<file path="src/rtl/fifo_uart_streamer_pkg.sv">
// Shared types and constants for fifo_uart_streamer.
// CR/LF states and constants exist only when STREAM_NEWLINE_EN is defined.
package fifo_uart_streamer_pkg;

  localparam int unsigned DEFAULT_WORD_BYTES  = 4;
  localparam int unsigned DEFAULT_ACK_TIMEOUT = 1023;

`ifdef STREAM_NEWLINE_EN
  localparam logic [7:0] ASCII_CR = 8'h0D;
  localparam logic [7:0] ASCII_LF = 8'h0A;

  typedef enum logic [2:0] {
    StIdle, StRead, StLatch, StSend, StWaitBusy, StWaitDone, StCr, StLf
  } state_e;

  // What the byte currently in flight is, so WAIT_DONE knows where to go next.
  typedef enum logic [1:0] {
    KindPayload, KindCr, KindLf
  } kind_e;
`else
  typedef enum logic [2:0] {
    StIdle, StRead, StLatch, StSend, StWaitBusy, StWaitDone
  } state_e;
`endif

endpackage

</file>
<file path="src/rtl/stream_ack_timer.sv">
// Loadable up-counter for the transmitter acknowledge window.
// expired is high while the count sits at LIMIT-1, the last cycle of the window.
module stream_ack_timer #(
  parameter int unsigned LIMIT = 1023
) (
  input  logic clk_50,
  input  logic clr,
  input  logic load,
  input  logic inc,
  output logic expired
);

  localparam int unsigned W = (LIMIT > 1) ? $clog2(LIMIT) : 1;

  logic [W-1:0] count_q;

  always_ff @(posedge clk_50 or posedge clr) begin
    if (clr) begin
      count_q <= '0;
    end else if (load) begin
      count_q <= '0;
    end else if (inc && !expired) begin
      count_q <= count_q + 1'b1;
    end
  end

  assign expired = (count_q == W'(LIMIT - 1));

endmodule

</file>
<file path="src/rtl/fifo_uart_streamer.sv">
// Drains a byte FIFO into a UART transmitter, one handshaked byte at a time.
// Define STREAM_NEWLINE_EN to append CR/LF after every WORD_BYTES payload bytes.
module fifo_uart_streamer
  import fifo_uart_streamer_pkg::*;
#(
  parameter int unsigned WORD_BYTES  = DEFAULT_WORD_BYTES,
  parameter int unsigned ACK_TIMEOUT = DEFAULT_ACK_TIMEOUT
) (
  input  logic        clk_50,
  input  logic        clr,
  input  logic        enable,
  input  logic        fifo_empty,
  input  logic [7:0]  fifo_q,
  output logic        fifo_rdreq,
  input  logic        tx_busy,
  output logic [7:0]  tx_data,
  output logic        tx_wr_en,
  output logic [15:0] byte_count,
  output logic        err_timeout
);

  state_e      state_q, state_d;
  logic [7:0]  tx_data_q, tx_data_d;
  logic [15:0] byte_count_q, byte_count_d;
  logic [7:0]  word_idx_q, word_idx_d;
  logic        err_q, err_d;
  logic        timer_load, timer_inc, timer_expired;
  logic        last_byte;
`ifdef STREAM_NEWLINE_EN
  kind_e       kind_q, kind_d;
`endif

  stream_ack_timer #(
    .LIMIT (ACK_TIMEOUT)
  ) u_ack_timer (
    .clk_50  (clk_50),
    .clr     (clr),
    .load    (timer_load),
    .inc     (timer_inc),
    .expired (timer_expired)
  );

  assign last_byte = (word_idx_q == 8'(WORD_BYTES - 1));

  always_comb begin
    state_d      = state_q;
    tx_data_d    = tx_data_q;
    byte_count_d = byte_count_q;
    word_idx_d   = word_idx_q;
    err_d        = err_q;
    timer_load   = 1'b0;
    timer_inc    = 1'b0;
`ifdef STREAM_NEWLINE_EN
    kind_d       = kind_q;
`endif
    unique case (state_q)
      StIdle: if (enable && !fifo_empty) state_d = StRead;
      StRead: state_d = StLatch;
      StLatch: begin
        tx_data_d = fifo_q;
`ifdef STREAM_NEWLINE_EN
        kind_d    = KindPayload;
`endif
        state_d   = StSend;
      end
      StSend: begin
        timer_load = 1'b1;
        state_d    = StWaitBusy;
      end
      StWaitBusy: begin
        if (tx_busy) begin
          state_d = StWaitDone;
        end else if (timer_expired) begin
          // Unacknowledged byte is dropped; any pending CR/LF goes with it.
          err_d   = 1'b1;
          state_d = StIdle;
        end else begin
          timer_inc = 1'b1;
        end
      end
      StWaitDone: begin
        if (!tx_busy) begin
          state_d = StIdle;
`ifdef STREAM_NEWLINE_EN
          unique case (kind_q)
            KindCr: state_d = StLf;
            KindLf: state_d = StIdle;
            default: begin
              byte_count_d = byte_count_q + 16'd1;
              word_idx_d   = last_byte ? 8'd0 : word_idx_q + 8'd1;
              if (last_byte) state_d = StCr;
            end
          endcase
`else
          byte_count_d = byte_count_q + 16'd1;
          word_idx_d   = last_byte ? 8'd0 : word_idx_q + 8'd1;
`endif
        end
      end
`ifdef STREAM_NEWLINE_EN
      StCr: begin
        tx_data_d = ASCII_CR;
        kind_d    = KindCr;
        state_d   = StSend;
      end
      StLf: begin
        tx_data_d = ASCII_LF;
        kind_d    = KindLf;
        state_d   = StSend;
      end
`endif
      default: state_d = StIdle;
    endcase
  end

  always_ff @(posedge clk_50 or posedge clr) begin
    if (clr) begin
      state_q      <= StIdle;
      tx_data_q    <= 8'h00;
      byte_count_q <= 16'h0000;
      word_idx_q   <= 8'h00;
      err_q        <= 1'b0;
`ifdef STREAM_NEWLINE_EN
      kind_q       <= KindPayload;
`endif
    end else begin
      state_q      <= state_d;
      tx_data_q    <= tx_data_d;
      byte_count_q <= byte_count_d;
      word_idx_q   <= word_idx_d;
      err_q        <= err_d;
`ifdef STREAM_NEWLINE_EN
      kind_q       <= kind_d;
`endif
    end
  end

  assign fifo_rdreq  = (state_q == StRead);
  assign tx_wr_en    = (state_q == StSend);
  assign tx_data     = tx_data_q;
  assign byte_count  = byte_count_q;
  assign err_timeout = err_q;

endmodule

</file>
<file path="config.mk">
export PLATFORM = sky130hd
export DESIGN_NAME = fifo_uart_streamer
export DESIGN_NICKNAME = d
export VERILOG_FILES = /design/src/rtl/fifo_uart_streamer_pkg.sv /design/src/rtl/stream_ack_timer.sv /design/src/rtl/fifo_uart_streamer.sv
export SDC_FILE = /design/constraint.sdc
export NUM_CORES = 1
export LEC_CHECK = 0
export ABC_CLOCK_PERIOD_IN_PS = 1800
export BUFFER_PORTS_ARGS = -buffer_cell sky130_fd_sc_hd__buf_4
export CELL_PAD_IN_SITES_DETAIL_PLACEMENT = 0
export CELL_PAD_IN_SITES_GLOBAL_PLACEMENT = 1
export CORE_ASPECT_RATIO = 1.5
export CORE_UTILIZATION = 40
export CTS_CLUSTER_SIZE = 10
export DETAILED_ROUTE_END_ITERATION = 12
export PLACE_DENSITY_LB_ADDON = 0.1
export SYNTH_ARGS = -nofsm -noshare
export SYNTH_HDL_FRONTEND = slang
export SYNTH_SLANG_ARGS = --single-unit
export TNS_END_PERCENT = 10
</file>
<file path="constraint.sdc">
create_clock -name clk_50 -period 1.8 [get_ports clk_50]
set_input_delay 0.36 -clock clk_50 [delete_from_list [all_inputs] [get_ports clk_50]]
set_output_delay 0.36 -clock clk_50 [all_outputs]
set_load 0.005 [all_outputs]
</file>
==> results of run 1 <==
metal layers:
layer	part of all wire	vias up
met5	0	-
li1	-	674
met1	0.39	687
met3	0.031	6
met2	0.56	24
met4	0.015	0
state kept, by name (all words and copies together) (netlist names):
register and cells:
state_q 3, err_timeout 1, byte_count 16, u_ack_timer.count_q 10, tx_data 8
where the power goes:
group | switching, µW | internal (µW)
Clock | 292 | 309
Sequential | 162 | 1050
Combinational | 352 | 507
Total | 806 | 1870
per-stage QoR:
stage	std cells	setup TNS, ns
finish	258	0
floorplan	160	0
global placement	248	0
CTS	257	0
detailed placement	248	0
global route	258	-0.1029
final timing paths:
path                       cells after the start  slack [ns]                                 end
max                                            4        0.05  u_ack_timer.count_q[7]$_DFFE_PP0P_
min                                            3        0.18  u_ack_timer.count_q[1]$_DFFE_PP0P_
max reg2reg                                    4        0.05  u_ack_timer.count_q[7]$_DFFE_PP0P_
min reg2reg                                    1        0.47             err_timeout$_DFFE_PP0P_
max in group asynchronous                      3        1.25              state_q[1]$_DFFE_PP0P_
min in group clk_50                            2        0.30              tx_data[5]$_DFFE_PP0P_
repair_timing:
| item | in CTS | in global routing |
|---|---|---|
| setup endpoints to repair | 1 | 6 |
| gates cloned | 0 | 0 |
| setup buffers | 1 | 1 |
| pin swaps | 0 | 2 |
| gates resized for setup | 1 | 3 |
kinds of logic (layout without fill, tap and decap cells):
logic type / after synthesis / after routing / share of synthesized area
simple gates: 61 / 61 / 0.2073
flops: 38 / 38 / 0.5252
compound gates: 21 / 21 / 0.06911
xor+xnor: 16 / 16 / 0.07740
mux: 11 / 11 / 0.06704
buf+inv: 10 / 62 / 0.03316
fa+ha+maj: 3 / 3 / 0.02073
worst max-delay path, stage by stage (launching register included):
cell                      delay [ns]
sky130_fd_sc_hd__dfrtp_2        0.47
sky130_fd_sc_hd__nor4b_4        0.42
sky130_fd_sc_hd__nand4_2        0.21
sky130_fd_sc_hd__or4_4          0.51
sky130_fd_sc_hd__nand2_1        0.07
layout by cell type, fill, tap and decap left out, drive strengths merged, types with 4 or more instances in the layout:
cell type  netlist  routed
a21oi            7       7
buf              4      49
clkbuf           1       7
dfrtp           38      38
inv              4       5
mux2             9       9
nand2            9       9
nand3           11      11
nand4            9       9
nor2             8       8
o21ai            7       7
or3              4       4
xnor2           11      11
xor2             5       5
cell type report:
| type | count | area, µm² | area share |
|---|---|---|---|
| Inverter | 5 | 18.77 | 0.008183 |
| Clock buffer | 7 | 86.33 | 0.03764 |
| Timing Repair Buffer | 49 | 367.9 | 0.1604 |
| Multi-Input combinational cell | 112 | 805.8 | 0.3513 |
| Tap cell | 46 | 57.56 | 0.02510 |
| Clock inverter | 1 | 5.005 | 0.002182 |
| Sequential cell | 38 | 952.2 | 0.4152 |
==> impl_metrics.tcl, run 1 <==
set metrics [dict create \
    first_global_vias 1455 \
    area.growth.synth_to_final_pct 26.68 \
    routed_via_density 5.391 \
    grt_use_met1 0.1825 \
    hpwl_um 2853 \
    power_leakage_uw 0.001113 \
    cts-htree-levels 2 \
    result_of_the_run "complete, no violations" \
    critical_path.startpoint "state_q[1]$_DFFE_PP0P_" \
    powerDensity_nw_per_um2 1166 \
    detailroute.via_count 1391 \
    yosys_most_used_dff "sky130_fd_sc_hd__dfrtp_1" \
    flops_latches_synth 38 \
    busiest_layer "met2" \
    tightest_slew_ns 0.5221 \
    clk_root_buffer_cell "sky130_fd_sc_hd__clkbuf_8" \
    final_non_filler_cell_area_um2 2293 \
    ant_nets 0 \
    post_dp_cell_area_um2 2180 \
    synth.top_cell.area_share 0.5252 \
    postSynthAreaPerCell_um2 11.32 \
    die_h_um 84.40 \
    globalRouteMet2Util 0.3369 \
    drt-pass1-iter-count 4 \
    postSynthCellCount 160 \
    ctsLongestPathBuffers 2 \
    first_iter_violations 23 \
    drv_cap 0 \
    holdBufCountCts 0 \
    max-slew-margin-rel 0.6490 \
    cp-start-kind "flop" \
    tritoncts_sink_count 38 \
    critical_path_class "flop to flop" \
    dieArea_um2 4805 \
    total_power_uw 2674 \
    rr_startpoint "state_q[1]$_DFFE_PP0P_" \
    synth_nets 176 \
    critical_path.max_fanout 9 \
    synth_warnings 0 \
    grt_util_met3 0.04006 \
    fmax_mhz 571.7 \
    place.port_buffers 39 \
    hold_viol 0 \
    grt_util_all_layers 0.1771 \
    clk_transition_reported_paths_ns 0.08 \
    worst_case_hold_slack_ns 0.1808 \
    clk_latency_ns 0.29 \
    drt-total-wl_um 3843 \
    synth.cells.most_frequent "sky130_fd_sc_hd__dfrtp_1, sky130_fd_sc_hd__nand3_1, sky130_fd_sc_hd__xnor2_1, sky130_fd_sc_hd__mux2_2, sky130_fd_sc_hd__nand2_1" \
    grt_antenna_before_repair 0 \
    synth_cell_types 39 \
    timing.critical_path.arrival_ns 1.98 \
    mappedNetlistArea_um2 1810 \
    sequential_element_share_of_the_synthesized_area 0.5252 \
    design.portCount 40 \
    tritoncts "built" \
    crit_path_end_kind "flop" \
    share_of_the_cycle_needed_by_the_critical_path_after_routing 0.9717 \
    coreArea_um2 4282 \
    n_fill_cell 393 \
    setup_repair_after_global_routing_missed_its_margin "yes" \
    cts-buffers-inserted 5 \
    post-route-min-period_ns 1.749 \
    synth-edff-count 0 \
    remaining_drc_errors 0 \
    wire_length_of_the_first_global_routing_pass_um 6624 \
    die_span_x_um 56.93 \
    netlist.top_cell.by_area "sky130_fd_sc_hd__dfrtp_1" \
    timing.final.ws_setup_ns 0.05088 \
    final_util 0.5357 \
    vdd_drop_max_uv 656.6 \
    grt_start_max_net_pins 39 \
    finalMaxSlewViolations 0 \
    floorplan.initialDensity 0.4229 \
    antenna-diode-count 0 \
    post-synth-top-count-cell "sky130_fd_sc_hd__dfrtp_1" \
    dpl_worst_slack_ns 0.03594 \
    placement_rows 29 \
    wire_per_inst_um 14.90 \
    grt_remaining_overflow 0 \
    synth.top_cells.by_area "sky130_fd_sc_hd__dfrtp_1, sky130_fd_sc_hd__mux2_2, sky130_fd_sc_hd__xnor2_1" \
    final_net_count 227 \
    async_reset_ff_frac 1.000 \
    finClkSkew_ns 0.01125 \
    classification_of_the_worst_slack_hold_path "primary input to async pin" \
    globalplace.congestion 0.8155 \
    setup_violation_total_in_the_final_timing_report 0 \
    drive_above_1_share 0.3538 \
    cp_data_required_time_ns 2.03 \
]
No activity file was read; power rests on OpenSTA's default activity.
==> inputs of run 2 (changes only) <==
--- a/config.mk
+++ b/config.mk
@@ -10,10 +10,12 @@
 export CELL_PAD_IN_SITES_DETAIL_PLACEMENT = 0
 export CELL_PAD_IN_SITES_GLOBAL_PLACEMENT = 1
 export CORE_ASPECT_RATIO = 1.5
+export CORE_MARGIN = 1
 export CORE_UTILIZATION = 40
 export CTS_CLUSTER_SIZE = 10
 export DETAILED_ROUTE_END_ITERATION = 12
 export PLACE_DENSITY_LB_ADDON = 0.1
+export SETUP_SLACK_MARGIN = 0.1
 export SYNTH_ARGS = -nofsm -noshare
 export SYNTH_HDL_FRONTEND = slang
 export SYNTH_SLANG_ARGS = --single-unit
==> run 2 against run 1 <==
  * Clock power about the same
  * Power fell by 0.19%
  * Final cell count decreased by 0.39%
==> impl_metrics.tcl, run 2 (synthesized netlist as in run 1, its figures left out) <==
set metrics [dict create \
    result_of_the_run "complete, no violations" \
    wire_per_inst_um 14.79 \
    power_leakage_uw 0.001110 \
    busiest_layer "met2" \
    tightest_slew_ns 0.5275 \
    placement_rows 29 \
    fmax_mhz 577.0 \
    timing.critical_path.arrival_ns 1.96 \
    cp_data_required_time_ns 2.03 \
    max-slew-margin-rel 0.6453 \
    drive_above_1_share 0.3507 \
    ant_nets 0 \
    powerDensity_nw_per_um2 1167 \
    critical_path_class "flop to flop" \
    routed_via_density 5.393 \
    cts-htree-levels 2 \
    critical_path.max_fanout 6 \
    grt_start_max_net_pins 39 \
    clk_root_buffer_cell "sky130_fd_sc_hd__clkbuf_8" \
    rr_startpoint "state_q[0]$_DFFE_PP0P_" \
    reg_to_reg_slack_setup_ns 0.07 \
    p_int_uw 1864 \
    drt-pass1-iter-count 4 \
    grt_use_met1 0.1825 \
    post-route-min-period_ns 1.733 \
    die_span_x_um 56.93 \
    combinationalPowerShare 0.319 \
    first_iter_violations 25 \
    switchingPower_uw 805.0 \
    remaining_drc_errors 0 \
    design.portCount 40 \
    cp-endpoint "u_ack_timer.count_q[7]$_DFFE_PP0P_" \
    power_frac_seq 0.456 \
    clk_latency_ns 0.29 \
    largest_register_ff_count 16 \
    reg2regPathDepth 5 \
    finalMaxSlewViolations 0 \
    finish.cell_count_without_fillers 257 \
    netSwitchingFraction 0.3017 \
    classification_of_the_worst_slack_hold_path "primary input to async pin" \
    worst_r2r_endpoint "u_ack_timer.count_q[7]$_DFFE_PP0P_" \
    drv_cap 0 \
    ctsLongestPathBuffers 2 \
    finClkSkew_ns 0.01192 \
    timing.final.ws_setup_ns 0.06700 \
    hpwl_um 2853 \
    cp-start-kind "flop" \
    setup_repair_after_global_routing_missed_its_margin "yes" \
    most-common-layout-cells "sky130_fd_sc_hd__buf_4, sky130_fd_sc_hd__dfrtp_1, sky130_fd_sc_hd__xnor2_1, sky130_fd_sc_hd__nand3_1" \
    cts-buffers-inserted 5 \
    dieArea_um2 4805 \
    coreArea_um2 4282 \
    critical_path.startpoint "state_q[0]$_DFFE_PP0P_" \
    grt_util_all_layers 0.1771 \
    antenna-diode-count 0 \
    final_common_cell "sky130_fd_sc_hd__buf_4" \
    grt_antenna_before_repair 0 \
    globalplace.congestion 0.8155 \
    globalRouteMet2Util 0.3369 \
    area.growth.synth_to_final_pct 26.33 \
    final_net_count 226 \
    grt_remaining_overflow 0 \
    first_global_vias 1453 \
    share_of_the_cycle_needed_by_the_critical_path_after_routing 0.9628 \
    crit_path_end_kind "flop" \
    floorplan.initialDensity 0.4229 \
    setup_violation_total_in_the_final_timing_report 0 \
    dpl_worst_slack_ns 0.03594 \
    final_non_filler_cell_area_um2 2287 \
    place.port_buffers 39 \
    detailroute.via_count 1386 \
    placed_cells_incl_taps 248 \
    clock_power_share 0.226 \
    drt-total-wl_um 3800 \
    clk_transition_reported_paths_ns 0.08 \
    tritoncts_sink_count 38 \
    post_dp_cell_area_um2 2180 \
    die_h_um 84.40 \
    grt_util_met3 0.04006 \
    wire_length_of_the_first_global_routing_pass_um 6624 \
    tritoncts "built" \
    vdd_drop_max_uv 656.6 \
    holdBufCountCts 0 \
    setup_total_negative_slack_ns 0 \
    hold_viol 0 \
]
## run 2: changes by cell type in the layout (fill, tap and decap cells not counted)
| cell | before | now |
|---|---|---|
| sky130_fd_sc_hd__buf_4 | 49 | 48 |
| sky130_fd_sc_hd__or4_1 | 1 | 2 |
| sky130_fd_sc_hd__a21oi_1 | 7 | 6 |
| sky130_fd_sc_hd__or4_4 | 1 | 0 |
| sky130_fd_sc_hd__clkinv_2 | 1 | 2 |
| sky130_fd_sc_hd__a21oi_2 | 0 | 1 |
| sky130_fd_sc_hd__inv_2 | 1 | 0 |
## run 2: repair_timing
item | in CTS | in global routing
endpoints found under the hold margin | 0 | 0
endpoints found under the setup margin | 5 | 7
pin swaps | 1 | 0
buffers inserted | 1 | 0
resized for setup | 3 | 1
## run 2: metal layers
metal  routed length, µm  up-vias
li1                    -      672
met1                1477      686
met2                2154       22
met3                 111        6
met4                  57        0
met5                   0        -
## run 2: layout make-up
cell class | instances | area (µm²)
Clock buffer | 7 | 86.33
Clock inverter | 1 | 5.005
Fill cell | 392 | 1994
Inverter | 5 | 20.02
Multi-Input combinational cell | 112 | 805.8
Sequential cell | 38 | 952.2
Tap cell | 46 | 57.56
Timing Repair Buffer | 48 | 360.3
## run 2: critical path: stages, from the launching register on
cell,delay [ns]
sky130_fd_sc_hd__dfrtp_1,0.38
sky130_fd_sc_hd__buf_4,0.14
sky130_fd_sc_hd__nor4b_4,0.35
sky130_fd_sc_hd__nand4_2,0.21
sky130_fd_sc_hd__or4_1,0.50
sky130_fd_sc_hd__nand2_1,0.08
## run 2: stage by stage
stage               hold slack, ns  utilization  total power (µW)
CTS                         0.1942       0.5333              2711
floorplan                   0.4510            -              1699
global route                0.2286       0.5342              2842
finish                      0.1796       0.5342              2669
global placement            0.4494       0.5091              2042
detailed placement          0.4529       0.5091              2081
## run 2: power groups by stage
stage	combinational, µW	clock (µW)	sequential [µW]
2_1_floorplan	492	0	1210
3_3_place_gp	819	0	1220
3_5_place_dp	844	0	1240
4_1_cts	872	622	1220
5_1_grt	945	649	1250
6_report	851	602	1220
## run 2: how the worst min path moves through the flow
| stage | startpoint | to | slack (ns) | cells past startpoint |
|---|---|---|---|---|
| after floorplan | err_timeout$_DFFE_PP0P_ | err_timeout$_DFFE_PP0P_ | 0.45 | 1 |
| after global placement | err_timeout$_DFFE_PP0P_ | err_timeout$_DFFE_PP0P_ | 0.45 | 1 |
| after detailed placement | err_timeout$_DFFE_PP0P_ | err_timeout$_DFFE_PP0P_ | 0.45 | 1 |
| after CTS | clr | u_ack_timer.count_q[9]$_DFFE_PP0P_ | 0.19 | 3 |
| after global routing | clr | u_ack_timer.count_q[9]$_DFFE_PP0P_ | 0.23 | 3 |
| final | clr | u_ack_timer.count_q[1]$_DFFE_PP0P_ | 0.18 | 3 |
==> inputs of run 3 (changes only) <==
--- a/config.mk
+++ b/config.mk
@@ -6,7 +6,7 @@
 export NUM_CORES = 1
 export LEC_CHECK = 0
 export ABC_CLOCK_PERIOD_IN_PS = 1800
-export BUFFER_PORTS_ARGS = -buffer_cell sky130_fd_sc_hd__buf_4
+export BUFFER_PORTS_ARGS = -buffer_cell sky130_fd_sc_hd__buf_2
 export CELL_PAD_IN_SITES_DETAIL_PLACEMENT = 0
 export CELL_PAD_IN_SITES_GLOBAL_PLACEMENT = 1
 export CORE_ASPECT_RATIO = 1.5
==> run 3 against run 2 <==
  * Global-route usage increased by 1.3 points
  * Combinational power decreased by 4.8%
  * Critical path depth decreased by 1
  * Worst setup slack improved by 0.046 ns
  * First-iteration DRC count increased to 2.9 times the previous value
  * Clock power increased by 18%
  * Via count increased by 3.2%
  * Die area unchanged
  * Sequential power about the same
  * Largest cell class unchanged
  * Final cell count increased by 1.2%
  * Largest power group unchanged
  * Count of clock-buffer cells in the layout unchanged
==> impl_metrics.tcl, run 3 (synthesized netlist as in run 1, its figures left out) <==
set metrics [dict create \
    powerDensity_nw_per_um2 1224 \
    max-slew-margin-rel 0.6808 \
    antenna-diode-count 0 \
    share_of_the_cycle_needed_by_the_critical_path_after_routing 0.9375 \
    finish.cell_count_without_fillers 260 \
    placement_rows 29 \
    grt_antenna_before_repair 0 \
    finClkSkew_ns 0.01259 \
    critical_path.max_fanout 6 \
    fmax_mhz 592.6 \
    grt_start_max_net_pins 39 \
    n_fill_cell 409 \
    first_global_vias 1480 \
    tritoncts_sink_count 38 \
    globalplace.congestion 0.8133 \
    remaining_drc_errors 0 \
    final_common_cell "sky130_fd_sc_hd__buf_2" \
    cts-buffers-inserted 5 \
    reg_to_reg_slack_setup_ns 0.11 \
    first_iter_violations 73 \
    rr_startpoint "state_q[1]$_DFFE_PP0P_" \
    crit_path_end_kind "flop" \
    drt-pass1-iter-count 4 \
    post-route-min-period_ns 1.687 \
    setup_repair_after_global_routing_missed_its_margin "yes" \
    clock_power_share 0.260 \
    setup_total_negative_slack_ns 0 \
    place.port_buffers 39 \
    clk_latency_ns 0.29 \
    p_int_uw 1917 \
    finalMaxSlewViolations 0 \
    drive_above_1_share 0.3551 \
    ctsLongestPathBuffers 2 \
    clk_transition_reported_paths_ns 0.08 \
    wire_per_inst_um 15.17 \
    result_of_the_run "complete, no violations" \
    cp-start-kind "flop" \
    combinationalPowerShare 0.297 \
    tightest_slew_ns 0.4789 \
    power_leakage_uw 0.001111 \
    switchingPower_uw 809.9 \
    setup_violation_total_in_the_final_timing_report 0 \
    largest_register_ff_count 16 \
    grt_remaining_overflow 0 \
    classification_of_the_worst_slack_hold_path "primary input to async pin" \
    drv_cap 0 \
    area.growth.synth_to_final_pct 23.08 \
    detailroute.via_count 1430 \
    die_span_x_um 56.93 \
    vdd_drop_max_uv 708.2 \
    most-common-layout-cells "sky130_fd_sc_hd__buf_2, sky130_fd_sc_hd__dfrtp_1, sky130_fd_sc_hd__buf_4" \
    reg2regPathDepth 4 \
    power_frac_seq 0.443 \
    wire_length_of_the_first_global_routing_pass_um 7038 \
    coreArea_um2 4282 \
    critical_path_class "flop to flop" \
    holdBufCountCts 0 \
    dieArea_um2 4805 \
    hpwl_um 2913 \
    timing.critical_path.arrival_ns 1.92 \
    total_power_uw 2727 \
    worst_r2r_endpoint "u_ack_timer.count_q[7]$_DFFE_PP0P_" \
    hold_viol 0 \
    netSwitchingFraction 0.2970 \
    design.portCount 40 \
    cp_data_required_time_ns 2.04 \
    grt_util_all_layers 0.1904 \
    routed_via_density 5.500 \
    placed_cells_incl_taps 248 \
    final_net_count 229 \
    drt-total-wl_um 3943 \
    tritoncts "built" \
    floorplan.initialDensity 0.4229 \
    clk_root_buffer_cell "sky130_fd_sc_hd__clkbuf_8" \
    cts-htree-levels 2 \
    ant_nets 0 \
    die_h_um 84.40 \
]
==> run 3: cell count changes in the layout (fill, tap and decap cells not counted), sizes merged <==
cell	delta
bufinv	+1
buf	+3
clkinv	-1
==> run 3: area by class of cell <==
cell class                 instances  area [µm²]  area share
timing repair buffer              51       285.3      0.1280
inverter                           5       20.02    0.008984
clock inverter                     1       30.03     0.01348
sequential                        38       952.2      0.4273
tap                               46       57.56     0.02583
multi-input combinational        112       807.0      0.3622
clock buffer                       7       76.32     0.03425
==> run 3: critical path: stages, from the launching register on <==
cell                      delay (ns)
sky130_fd_sc_hd__dfrtp_2        0.44
sky130_fd_sc_hd__nor4b_4        0.42
sky130_fd_sc_hd__nand4_2        0.20
sky130_fd_sc_hd__or4_1          0.49
sky130_fd_sc_hd__nand2_1        0.08
==> run 3: per-stage QoR <==
step | hold slack (ns) | setup slack [ns] | util | cell area (µm²)
2_1_floorplan | 0.4510 | 0.1703 | - | 1810
6_report | 0.1712 | 0.1126 | 0.5205 | 2228
4_1_cts | 0.1786 | 0.07244 | 0.5175 | 2216
5_1_grt | 0.2218 | 0.01904 | 0.5205 | 2228
3_3_place_gp | 0.4393 | 0.1062 | 0.4863 | 2082
3_5_place_dp | 0.4592 | 0.01955 | 0.4863 | 2082
==> run 3: power groups by stage <==
stage          Combinational [µW]  Clock [µW]  Sequential, µW
6_report                      810         709            1210
5_1_grt                       909         759            1240
4_1_cts                       822         734            1210
3_5_place_dp                  763           0            1240
3_3_place_gp                  744           0            1220
2_1_floorplan                 492           0            1210
==> run 3: layer usage <==
layer	GRT usage	part of all wire
met4	0.09091	0.027
met3	0.03698	0.035
met1	0.2032	0.39
met2	0.3497	0.54
met5	0	0
==> run 3: what timing repair did <==
| action | 4_1_cts | 5_1_grt |
|---|---|---|
| endpoints found under the setup margin | 5 | 14 |
| gates resized for setup | 3 | 1 |
| pin swaps | 1 | 1 |
| buffers inserted | 3 | 1 |
==> run 3: worst max path at each step <==
| stage | startpoint | endpoint | slack, ns | cells after the start |
|---|---|---|---|---|
| final | state_q[1]$_DFFE_PP0P_ | u_ack_timer.count_q[7]$_DFFE_PP0P_ | 0.11 | 4 |
| after global routing | state_q[1]$_DFFE_PP0P_ | u_ack_timer.count_q[3]$_DFFE_PP0P_ | 0.02 | 4 |
| after CTS | u_ack_timer.count_q[0]$_DFFE_PP0P_ | u_ack_timer.count_q[3]$_DFFE_PP0P_ | 0.07 | 6 |
| after detailed placement | state_q[1]$_DFFE_PP0P_ | u_ack_timer.count_q[3]$_DFFE_PP0P_ | 0.02 | 4 |
| after global placement | state_q[1]$_DFFE_PP0P_ | u_ack_timer.count_q[7]$_DFFE_PP0P_ | 0.11 | 4 |
| after floorplan | state_q[0]$_DFFE_PP0P_ | u_ack_timer.count_q[7]$_DFFE_PP0P_ | 0.17 | 5 |
